==> config.mk <==
export PLATFORM = sky130hd
export DESIGN_NAME = round_sequencer
export DESIGN_NICKNAME = d
export VERILOG_FILES = /design/src/rtl/round_sequencer.sv
export SDC_FILE = /design/constraint.sdc
export NUM_CORES = 1
export LEC_CHECK = 0
export CORE_UTILIZATION = 55
export DETAILED_ROUTE_END_ITERATION = 8
export PLACE_DENSITY = 0.85
export SLEW_MARGIN = 30
export SYNTH_ARGS = -nofsm -noshare
export SYNTH_HDL_FRONTEND = slang
export SYNTH_SLANG_ARGS = --single-unit
export TNS_END_PERCENT = 1
==> constraint.sdc <==
create_clock -name i_clk -period 3.9 [get_ports i_clk]
set_input_delay 0.39 -clock i_clk [delete_from_list [all_inputs] [get_ports i_clk]]
set_output_delay 0.39 -clock i_clk [all_outputs]
set_load 0.05 [all_outputs]
==> src/rtl/round_sequencer.sv <==
// round_sequencer: round flow controller for the four-column falling-light game.
// Walks a round through IDLE -> ARM -> PLAY -> WIN/LOSE, generates the bank step
// strobe, arbitrates new-note spawns round-robin, and tracks lives and level.
// Every output comes straight from a register.
module round_sequencer #(
  parameter int TICK_BASE = 16,  // cycles per step at level 0 (power of 2, >= 8)
  parameter int ARM_STEPS = 3,   // countdown steps spent in ARM
  parameter int LIVES     = 3,   // misses allowed per round (1..7)
  parameter int WIN_SCORE = 24,  // score that ends the round as a win (<= 31)
  parameter int LEVEL_PTS = 6    // score points per level increase
) (
  input  logic       i_clk,
  input  logic       i_rst_n,
  input  logic       i_start,
  input  logic [4:0] i_score,
  input  logic [3:0] i_miss,
  input  logic [3:0] i_busy,
  input  logic [3:0] i_rnd,
  output logic       o_step,
  output logic [3:0] o_spawn,
  output logic       o_stop,
  output logic       o_clear,
  output logic [1:0] o_level,
  output logic [2:0] o_lives,
  output logic [2:0] o_state
);

  localparam int DIV_W = (TICK_BASE > 1) ? $clog2(TICK_BASE) : 1;
  localparam int ARM_W = (ARM_STEPS > 1) ? $clog2(ARM_STEPS) : 1;

  // Terminal counts for each level: the step period halves per level.
  localparam logic [DIV_W-1:0] TC_L0 = DIV_W'(TICK_BASE - 1);
  localparam logic [DIV_W-1:0] TC_L1 = DIV_W'((TICK_BASE >> 1) - 1);
  localparam logic [DIV_W-1:0] TC_L2 = DIV_W'((TICK_BASE >> 2) - 1);
  localparam logic [DIV_W-1:0] TC_L3 = DIV_W'((TICK_BASE >> 3) - 1);
  localparam logic [ARM_W-1:0] ARM_LAST   = ARM_W'(ARM_STEPS - 1);
  localparam logic [2:0]       LIVES_INIT = 3'(LIVES);

  typedef enum logic [2:0] {
    S_IDLE = 3'd0,
    S_ARM  = 3'd1,
    S_PLAY = 3'd2,
    S_WIN  = 3'd3,
    S_LOSE = 3'd4
  } state_t;

  // Registered state and outputs
  state_t           r_state;
  logic [DIV_W-1:0] r_div;      // cycles elapsed in the current step period
  logic [DIV_W-1:0] r_tc;       // terminal count latched at the last reload
  logic [ARM_W-1:0] r_arm_cnt;  // ARM countdown steps already taken
  logic [1:0]       r_rr;       // round-robin search start column
  logic             r_step;
  logic [3:0]       r_spawn;
  logic             r_stop;
  logic             r_clear;
  logic [1:0]       r_level;
  logic [2:0]       r_lives;

  // Next-state values
  state_t           w_state_next;
  logic [DIV_W-1:0] w_div_next;
  logic [DIV_W-1:0] w_tc_next;
  logic [ARM_W-1:0] w_arm_next;
  logic [1:0]       w_rr_next;
  logic             w_step_next;
  logic [3:0]       w_spawn_next;
  logic             w_clear_next;
  logic [1:0]       w_level_next;
  logic [2:0]       w_lives_next;

  // Helpers
  logic             w_tick;
  logic [DIV_W-1:0] w_tc_reload;
  logic [2:0]       w_miss_cnt;
  logic [2:0]       w_lives_dec;
  logic [1:0]       w_level_calc;
  logic             w_win;
  logic [3:0]       w_cand;
  logic [3:0]       w_rot;
  logic [1:0]       w_off;
  logic [1:0]       w_grant;
  logic [3:0]       w_grant_oh;

  assign w_tick = (r_div == r_tc);

  // Period for the next step interval comes from the level held right now,
  // so a level change only alters timing at a reload.
  always_comb begin
    case (r_level)
      2'd0:    w_tc_reload = TC_L0;
      2'd1:    w_tc_reload = TC_L1;
      2'd2:    w_tc_reload = TC_L2;
      default: w_tc_reload = TC_L3;
    endcase
  end

  // Several columns can miss in one cycle; each costs a life.
  assign w_miss_cnt  = 3'(i_miss[0]) + 3'(i_miss[1]) + 3'(i_miss[2]) + 3'(i_miss[3]);
  assign w_lives_dec = (r_lives > w_miss_cnt) ? (r_lives - w_miss_cnt) : 3'd0;

  // Level from score with a compare chain instead of a divider.
  always_comb begin
    if (int'(i_score) >= 3 * LEVEL_PTS)      w_level_calc = 2'd3;
    else if (int'(i_score) >= 2 * LEVEL_PTS) w_level_calc = 2'd2;
    else if (int'(i_score) >= LEVEL_PTS)     w_level_calc = 2'd1;
    else                                     w_level_calc = 2'd0;
  end

  assign w_win = (int'(i_score) >= WIN_SCORE);

  // Spawn candidates: random request on a column that is currently empty.
  assign w_cand = i_rnd & ~i_busy;

  // Rotate candidates so bit 0 is the column the round-robin search starts at.
  genvar gi;
  generate
    for (gi = 0; gi < 4; gi++) begin : g_rot
      assign w_rot[gi] = w_cand[r_rr + 2'(gi)];
    end
  endgenerate

  // First candidate found walking upward from the round-robin pointer.
  always_comb begin
    if (w_rot[0])      w_off = 2'd0;
    else if (w_rot[1]) w_off = 2'd1;
    else if (w_rot[2]) w_off = 2'd2;
    else               w_off = 2'd3;
  end

  assign w_grant    = r_rr + w_off;
  assign w_grant_oh = 4'b0001 << w_grant;

  // Next-state and output decode for the round flow.
  always_comb begin
    w_state_next = r_state;
    w_div_next   = r_div;
    w_tc_next    = r_tc;
    w_arm_next   = r_arm_cnt;
    w_rr_next    = r_rr;
    w_step_next  = 1'b0;
    w_spawn_next = 4'd0;
    w_clear_next = 1'b0;
    w_level_next = r_level;
    w_lives_next = r_lives;

    case (r_state)
      S_IDLE, S_WIN, S_LOSE: begin
        w_div_next = '0;
        if (i_start) begin
          w_state_next = S_ARM;
          w_clear_next = 1'b1;
          w_lives_next = LIVES_INIT;
          w_level_next = 2'd0;
          w_tc_next    = TC_L0;
          w_arm_next   = '0;
        end
      end

      S_ARM: begin
        if (w_tick) begin
          w_div_next  = '0;
          w_tc_next   = w_tc_reload;
          w_step_next = 1'b1;
          if (r_arm_cnt == ARM_LAST) begin
            w_arm_next   = '0;
            w_state_next = S_PLAY;
          end else begin
            w_arm_next = r_arm_cnt + ARM_W'(1);
          end
        end else begin
          w_div_next = r_div + DIV_W'(1);
        end
      end

      S_PLAY: begin
        w_lives_next = w_lives_dec;
        w_level_next = w_level_calc;
        // Losing outranks winning; the round ends without a final step.
        if (w_lives_dec == 3'd0) begin
          w_state_next = S_LOSE;
          w_div_next   = '0;
        end else if (w_win) begin
          w_state_next = S_WIN;
          w_div_next   = '0;
        end else if (w_tick) begin
          w_div_next  = '0;
          w_tc_next   = w_tc_reload;
          w_step_next = 1'b1;
          if (w_cand != 4'd0) begin
            w_spawn_next = w_grant_oh;
            w_rr_next    = w_grant + 2'd1;
          end
        end else begin
          w_div_next = r_div + DIV_W'(1);
        end
      end

      default: begin
        w_state_next = S_IDLE;
        w_div_next   = '0;
      end
    endcase
  end

  // State and output registers; reset forces the idle, frozen condition.
  always_ff @(posedge i_clk or negedge i_rst_n) begin
    if (!i_rst_n) begin
      r_state   <= S_IDLE;
      r_div     <= '0;
      r_tc      <= TC_L0;
      r_arm_cnt <= '0;
      r_rr      <= 2'd0;
      r_step    <= 1'b0;
      r_spawn   <= 4'd0;
      r_stop    <= 1'b1;
      r_clear   <= 1'b0;
      r_level   <= 2'd0;
      r_lives   <= LIVES_INIT;
    end else begin
      r_state   <= w_state_next;
      r_div     <= w_div_next;
      r_tc      <= w_tc_next;
      r_arm_cnt <= w_arm_next;
      r_rr      <= w_rr_next;
      r_step    <= w_step_next;
      r_spawn   <= w_spawn_next;
      r_stop    <= (w_state_next != S_PLAY);
      r_clear   <= w_clear_next;
      r_level   <= w_level_next;
      r_lives   <= w_lives_next;
    end
  end

  assign o_step  = r_step;
  assign o_spawn = r_spawn;
  assign o_stop  = r_stop;
  assign o_clear = r_clear;
  assign o_level = r_level;
  assign o_lives = r_lives;
  assign o_state = r_state;

endmodule
==> results of run 1 <==
per-stage QoR:
stage / setup slack [ps] / util (%) / cells
after floorplan: 1060 / - / 167
after detailed placement: 420 / 71.6 / 227
after global placement: 455 / 71.6 / 227
final: 738 / 72.4 / 230
after global routing: 623 / 72.4 / 230
after CTS: 742 / 72.4 / 230
critical path, cell delays in order:
cell,delay [ps]
clkdlybuf4s50_1,430
fa_1,490
ha_1,200
ha_1,310
fa_1,430
xor2_1,170
nand3_1,130
nand2_2,150
nor3_4,330
mux2_1,350
layer usage:
metal | vias up | global-route usage (%) | share of wire (%) | routed length [um]
met5 | - | 0 | 0 | 0
met4 | 0 | 5.92 | 0.81 | 28
met2 | 25 | 44.0 | 57 | 1960
met1 | 650 | 29.2 | 40 | 1380
li1 | 650 | - | - | -
met3 | 4 | 3.40 | 2.2 | 77
cell type report:
type / count / area (um^2) / area share (%)
multi-input cells: 126 / 953 / 46.5
flip-flops and latches: 26 / 658 / 32.1
repair buffers: 34 / 338 / 16.5
well taps: 31 / 38.8 / 1.89
inverters: 10 / 37.5 / 1.83
clock buffers: 3 / 22.5 / 1.10
power breakdown:
part | internal [mW] | switching (mW) | total, mW | leakage, nW
Clock | 0.0362 | 0.0787 | 0.115 | 0.0138
Sequential | 0.346 | 0.0790 | 0.425 | 0.324
Combinational | 0.247 | 0.378 | 0.624 | 0.583
worst min-delay path by stage:
stage | start | endpoint
after global placement | o_level[0] | r_tc[1]
final | i_rst_n | r_arm_cnt[1]
after floorplan | i_rst_n | o_clear
after CTS | i_rst_n | r_div[1]
after global routing | i_rst_n | r_div[1]
after detailed placement | o_level[0] | r_tc[1]
cells in the final DEF (no fill, tap or decap), types with 2 or more instances in the layout:
cell type / instances
clkdlybuf4s50_1: 33
dfrtp_1: 20
nor2_1: 15
nand2_1: 13
ha_1: 11
inv_1: 10
a21oi_1: 8
nand2b_1: 7
o21ai_0: 7
dfstp_2: 6
nand3_1: 5
and2_1: 5
xor2_1: 4
xnor2_2: 3
o22ai_1: 3
clkbuf_4: 3
nor2b_1: 2
a211oi_1: 2
a221oi_2: 2
nand3b_1: 2
nor3b_1: 2
a31oi_1: 2
nor3_1: 2
o211ai_1: 2
fa_1: 2
logic make-up after synthesis:
group	share of synthesized area (%)
xor gates and xnor gates	5.51
and+or+nand+nor	22.4
adders and majority gates	10.6
DFF	39.2
muxes	1.27
buffers and inverters	4.02
AOI/OAI and AO/OA	17.0
sequential cells by signal, summed over array words and instances, names as in the netlist, 2 cells and up:
register   flops
o_state        3
r_div          4
r_rr           2
r_arm_cnt      2
r_tc           3
o_spawn        4
o_lives        3
o_level        2
==> results by stage, run 1 <==
Worst setup path:
- The critical path ends at r_rr[0].
- The worst register-to-register path begins at o_lives[0].
- The sort of element at the start of the critical path is an input port.
- The cell count of the worst reg-to-reg path is 8.
- The capturing element type of the critical path is a register.
- The endpoint of the lowest-slack register-to-register path is r_rr[0].
- The setup slack of the most critical reg-to-reg path is 1440 ps.
- Along the worst path, the maximum fanout reaches 7.
- The required time at the endpoint of the critical path is 4110 ps.
- The data arrival time of the critical path is 3380 ps.
- The critical path is of the input port to register type.
- The critical path starts at i_miss[0].

GRT:
- The number of antenna violations at the first check in global routing is 0.
- The wire length of the first global-routing pass is 6040 um.
- The via count of the first global-routing pass is 1358.
- Global routing used 23.8% of the available tracks.
- Entering global routing, the biggest net connects 16 pins.
- The total overflow left after global routing is 0.

Timing:
- The worst max-slew margin expressed relative to the limit is 63.4%.
- The worst hold slack after final layout is 398 ps.
- On the final layout, the worst clock skew is 14.5 ps.
- Setup repair after global routing left no endpoint under its margin.
- Based on the critical path, the design can be clocked at up to 316 MHz.
- For the finished layout, the period the worst path requires is 3160 ps.
- The final number of setup-violating endpoints is 0.
- The final-report hold violation count is 0.
- For the pin with the worst max-slew slack, the measured transition is 548 ps.
- The summed negative setup slack over all endpoints is 0 ps.
- The final cycle utilization of the critical path is 81.1%.
- The max-slew violation total from the final report is 0.

Placed design:
- The routability-driven placement congestion ratio is 0.861.
- The half-perimeter wire length after placement is 2810 um.
- The total placed instance area is 0.00203 mm^2.
- The number of port buffers is 33.

Finish:
- The post-route netlist has 12.6% of its cells at a drive strength greater than 1.
- Once layout is done, the placed cells without fillers occupy 0.00205 mm^2.
- The layout has 223 filler cells.
- The signed area change from the synthesized netlist to the final layout is 22.0%.
- The final layout contains 234 nets.
- The number of antenna repair diodes is 0.

Logic synthesis:
- The most frequently used flop master after synthesis is dfrtp_1.
- The library cell with the highest instance count after synthesis is dfrtp_1.
- The synthesized area per cell is 10.1 um^2.
- In this run, synthesis produced a sequential element count of 26.
- Counting every instance in the synthesized netlist gives 167.
- The number of nets in the synthesized netlist is 200.
- After synthesis, the largest area contributor takes up 29.8% of total cell area.
- The largest total area in the synthesized netlist belongs to dfrtp_1.
- Of all flip-flops after synthesis, the portion carrying an async set or reset was 100%.
- The register area share after synthesis is 39.2%.
- After synthesis, the most frequently instantiated cells are dfrtp_1 (20), nor2_1 (15), nand2_1 (13), ha_1 (11), inv_1 (10).
- By area the synthesized netlist is led by dfrtp_1 (30%), dfstp_2 (9.4%), ha_1 (8.2%).
- The number of distinct library cells after synthesis is 53.
- The post-synth design cell area is 0.00168 mm^2.
- For this run, the number of Yosys warnings is 0.
- The number of flops mapped to enable cells by yosys is 0.

Detailed routing:
- The via density per instance is 5.78.
- The count of nets left with antenna violations once routing finished came out at 0.
- In this run, the number of DRC markers left after iteration 0 of detailed routing was 29.
- The per-cell routed wire length is 15.0 um.
- Summed over all layers, the routed wires come to 3440 um.
- Detailed routing inserted a total of 1329 vias.
- The DRC violation count after routing is 0.
- The first TritonRoute pass finished after 4 iterations.

Status:
- The flow ran to the end, and the final reports show no timing, DRC or antenna violations.

Power:
- For this design the static power due to leakage is 0.921 nW.
- The completed layout was analyzed and its total power is 1.16 mW.
- For this design the ratio of total power to cell area is 568 mW/mm^2.
- Across the VDD grid, the largest voltage drop is 0.000415 V.

CTS:
- Clock-pin slew was measured on the worst setup and hold paths at 140 ps.
- The number of clock sinks seen by CTS is 26.
- The tree is rooted in a clkbuf_4.
- In this run the deepest clock path goes through 2 buffers.
- Post-CTS timing repair inserted 0 buffers for setup.
- Buffers inserted during clock tree synthesis total 3.
- The clock latency on the worst-skew pair is 330 ps.
- The number of instances resized during post-cts repair is 0.
- The count of hold-fix buffers inserted at cts is 0.
- TritonCTS built the clock tree.
- The count of H-tree levels built during CTS is 1.

Die:
- During I/O placement, the number of pins put on the boundary was 35.
- From bottom edge to top edge, the die measures 57.3 um.
- The die covers 0.00328 mm^2.
- The total area inside the core boundary comes to 0.00283 mm^2.
- The initialized floorplan defines 19 standard-cell rows.
- The initial utilization of the core area, before any placement, comes to 59.4%.
- The die width is 57.3 um.

Hold path:
- The path class of the tightest hold or removal check is input port to async pin.

Job:
- Max-cap violations in this run came to 0.
No activity file was read; power rests on OpenSTA's default activity.
==> inputs of run 2 (changes only) <==
--- a/config.mk
+++ b/config.mk
@@ -5,9 +5,9 @@
 export SDC_FILE = /design/constraint.sdc
 export NUM_CORES = 1
 export LEC_CHECK = 0
-export CORE_UTILIZATION = 55
+export CORE_UTILIZATION = 46
 export DETAILED_ROUTE_END_ITERATION = 8
-export PLACE_DENSITY = 0.85
+export PLACE_DENSITY = 0.76
 export SLEW_MARGIN = 30
 export SYNTH_ARGS = -nofsm -noshare
 export SYNTH_HDL_FRONTEND = slang
==> constraint.sdc (replaced) <==
create_clock -name i_clk -period 2.5 [get_ports i_clk]
set_input_delay 0.25 -clock i_clk [delete_from_list [all_inputs] [get_ports i_clk]]
set_output_delay 0.25 -clock i_clk [all_outputs]
set_load 0.05 [all_outputs]
==> results by stage, run 2 (synthesized netlist as in run 1, its figures left out) <==
Finish:
- The library cells used most frequently in the layout, excluding fill and tap cells, are clkdlybuf4s50_1 (30), dfrtp_1 (20), nor2_1 (15), nand2_1 (13), inv_1 (9).
- The number of cells in the finished layout apart from fillers is 253.
- The signed area change from the synthesized netlist to the final layout is 33.6%.
- The post-route standard cell area excluding fillers is 0.00224 mm^2.
- The final layout contains 241 nets.
- 0 antenna diodes ended up in the layout.
- In the final layout, the share of cells above drive strength 1 is 21.7%.
- Measured on the finished design, the core utilization comes to 65.7%.
- The most frequent standard cell in the layout excluding fill and tap cells is clkdlybuf4s50_1.

Detailed routing:
- After detailed routing, the number of remaining DRC violations is 0.
- After detailed routing, the average wire length per cell comes to 14.0 um.
- For this run, the detailed router's first-pass iteration total came to 4.
- The routed layout has 1388 vias.
- After the first detailed-routing iteration, the DRC count stood at 54.
- After detailed routing, the number of vias per cell comes to 5.49.
- The final layout contains routed wiring with a total length of 3540 um.
- The count of nets left with antenna violations once routing finished came out at 0.

Status:
- The run finished with clean final reports.

CTS:
- Buffers inserted to repair hold after CTS numbered 0.
- The worst-case clock buffer depth is 2.
- Clock-pin slew was measured on the worst setup and hold paths at 140 ps.
- The clock drives 26 sinks.
- The buffer type at the clock tree root is clkbuf_4.
- At the later pin of the worst-skew pair, clock insertion delay measures 320 ps.
- The count of H-tree levels built during CTS is 1.
- TritonCTS built the clock tree.
- The total CTS buffers is 3.

Placed design:
- Counting tap cells, the placed design contains a total of 246 instances.
- Summing all placed instances gives a cell area of 0.00209 mm^2.
- The number of port buffers is 33.
- The routability-driven placement congestion ratio is 0.866.
- At the placement stage, the worst setup path has a slack of -617 ps.
- The half-perimeter wire length after placement is 2630 um.

Worst setup path:
- In this run the worst path has a maximum fanout of 7.
- The required time at the endpoint of the critical path is 2720 ps.
- The data arrival time of the critical path is 2650 ps.
- The sort of element at the start of the critical path is an input port.
- STA classifies the critical path endpoint as a register.
- The worst setup path is of the input port to register kind.

Power:
- The design draws 2.18 mW.
- The leakage power is 0.974 nW.
- For this design the total switching power over the nets is 0.922 mW.
- The proportion of power drawn by flip-flops and latches is 31.0%.
- The worst vdd rail ir drop is 0.000465 V.
- The internal portion of the total power is 1.26 mW.
- In this run the power density over the cells is 971 mW/mm^2.
- Net switching is 42.4% of the power.
- Per report_power, the combinational group accounts for 55.9% of the total.
- The share of total power dissipated in the clock network is 13.1%.

GRT:
- The number of antenna violations at the first check in global routing is 0.
- Global routing used 20.5% of the available tracks.
- The total overflow left after global routing is 0.
- The via count of the first global-routing pass was 1432.
- The wire length of the first global-routing pass is 6280 um.
- The pin count of the biggest net entering global routing is 27.

Timing:
- Setup violations remaining at the end of the flow were counted as 0.
- The max-slew violation total from the final report is 0.
- The final period demand of the worst path is 2430 ps.
- The slew at the pin closest to its max-slew limit is 514 ps.
- Across all setup checks in the final design, the least slack found is 74.6 ps.
- The summed negative setup slack over all endpoints is 0 ps.
- The achievable frequency is 412 MHz.
- The final cycle utilization of the critical path is 97.0%.
- The final-report hold violation count is 0.
- Setup repair after global routing left no endpoint under its margin.
- For the final database, setup skew stands at 2.74 ps.
- The worst hold slack after final layout is 279 ps.
- In this run the tightest slew margin relative to its limit is 65.8%.

Die:
- The die width is 62.4 um.
- The initial utilization of the core area, before any placement, comes to 49.2%.
- The core region area is 0.00342 mm^2.
- The floorplan step defined a die boundary enclosing 0.00390 mm^2.
- The vertical die dimension is 62.4 um.
- The floorplan row count is 21.
- For this design the top-level I/O count stands at 35.

Hold path:
- The worst min-delay path category is input port to async pin.

Job:
- Across the run, the number of max-cap violations was 0.
run 2: cell types whose count changed in the layout (fill, tap and decap cells not counted), moves of 2 or more:
cell / change
buf_4: +6
clkbuf_2: +2
clkdlybuf4s50_1: -3
ha_1: -5
ha_4: +5
run 2: per-layer routing:
| metal | up-vias | global-route usage, % | part of all wire (%) |
|---|---|---|---|
| li1 | 667 | - | - |
| met1 | 669 | 23.2 | 39 |
| met2 | 43 | 37.1 | 54 |
| met3 | 9 | 3.83 | 4.0 |
| met4 | 0 | 9.59 | 2.5 |
| met5 | - | 0 | 0 |
run 2: worst max-delay path: stages:
cell	delay (ps)
clkdlybuf4s15_1	170
fa_1	480
ha_4	190
ha_4	280
inv_4	40
ha_4	250
nand3b_1	120
a21boi_2	220
nand2_4	120
nor3_4	220
mux2_4	310
run 2: power by group through the flow:
stage,registers [mW],logic (mW),clock network [mW]
floorplan,0.820,0.549,0
global placement,0.669,0.975,0
detailed placement,0.675,1.02,0
CTS,0.674,1.20,0.291
global route,0.697,1.32,0.315
finish,0.674,1.22,0.285
run 2: cell type report:
class	count	area, um^2
fillers	275	1170
clock buffers	3	22.5
well taps	46	57.6
inverters	10	40.0
clock inverters	1	30.0
flip-flops and latches	26	658
repair buffers	41	384
multi-input cells	126	1050
run 2: path summary, 6_finish.rpt:
kind                                  from      endpoint  slack (ps)  cells after the start
worst max-delay path             i_miss[3]       r_rr[0]          70                     11
worst min-delay path               i_rst_n  r_arm_cnt[1]         280                      2
worst max register to register  o_lives[0]    o_state[0]         340                      8
worst min register to register  o_level[0]       r_tc[1]         500                      1
max in group asynchronous          i_rst_n       r_tc[1]        1930                      2
min in group i_clk              o_level[0]       r_tc[1]         500                      1
run 2: repair_timing:
action / CTS / global route
pin swaps: 9 / 7
gates resized for setup: 15 / 6
endpoints found under the hold margin: 0 / 0
endpoints found under the setup margin: 17 / 7
setup buffers: 3 / 0
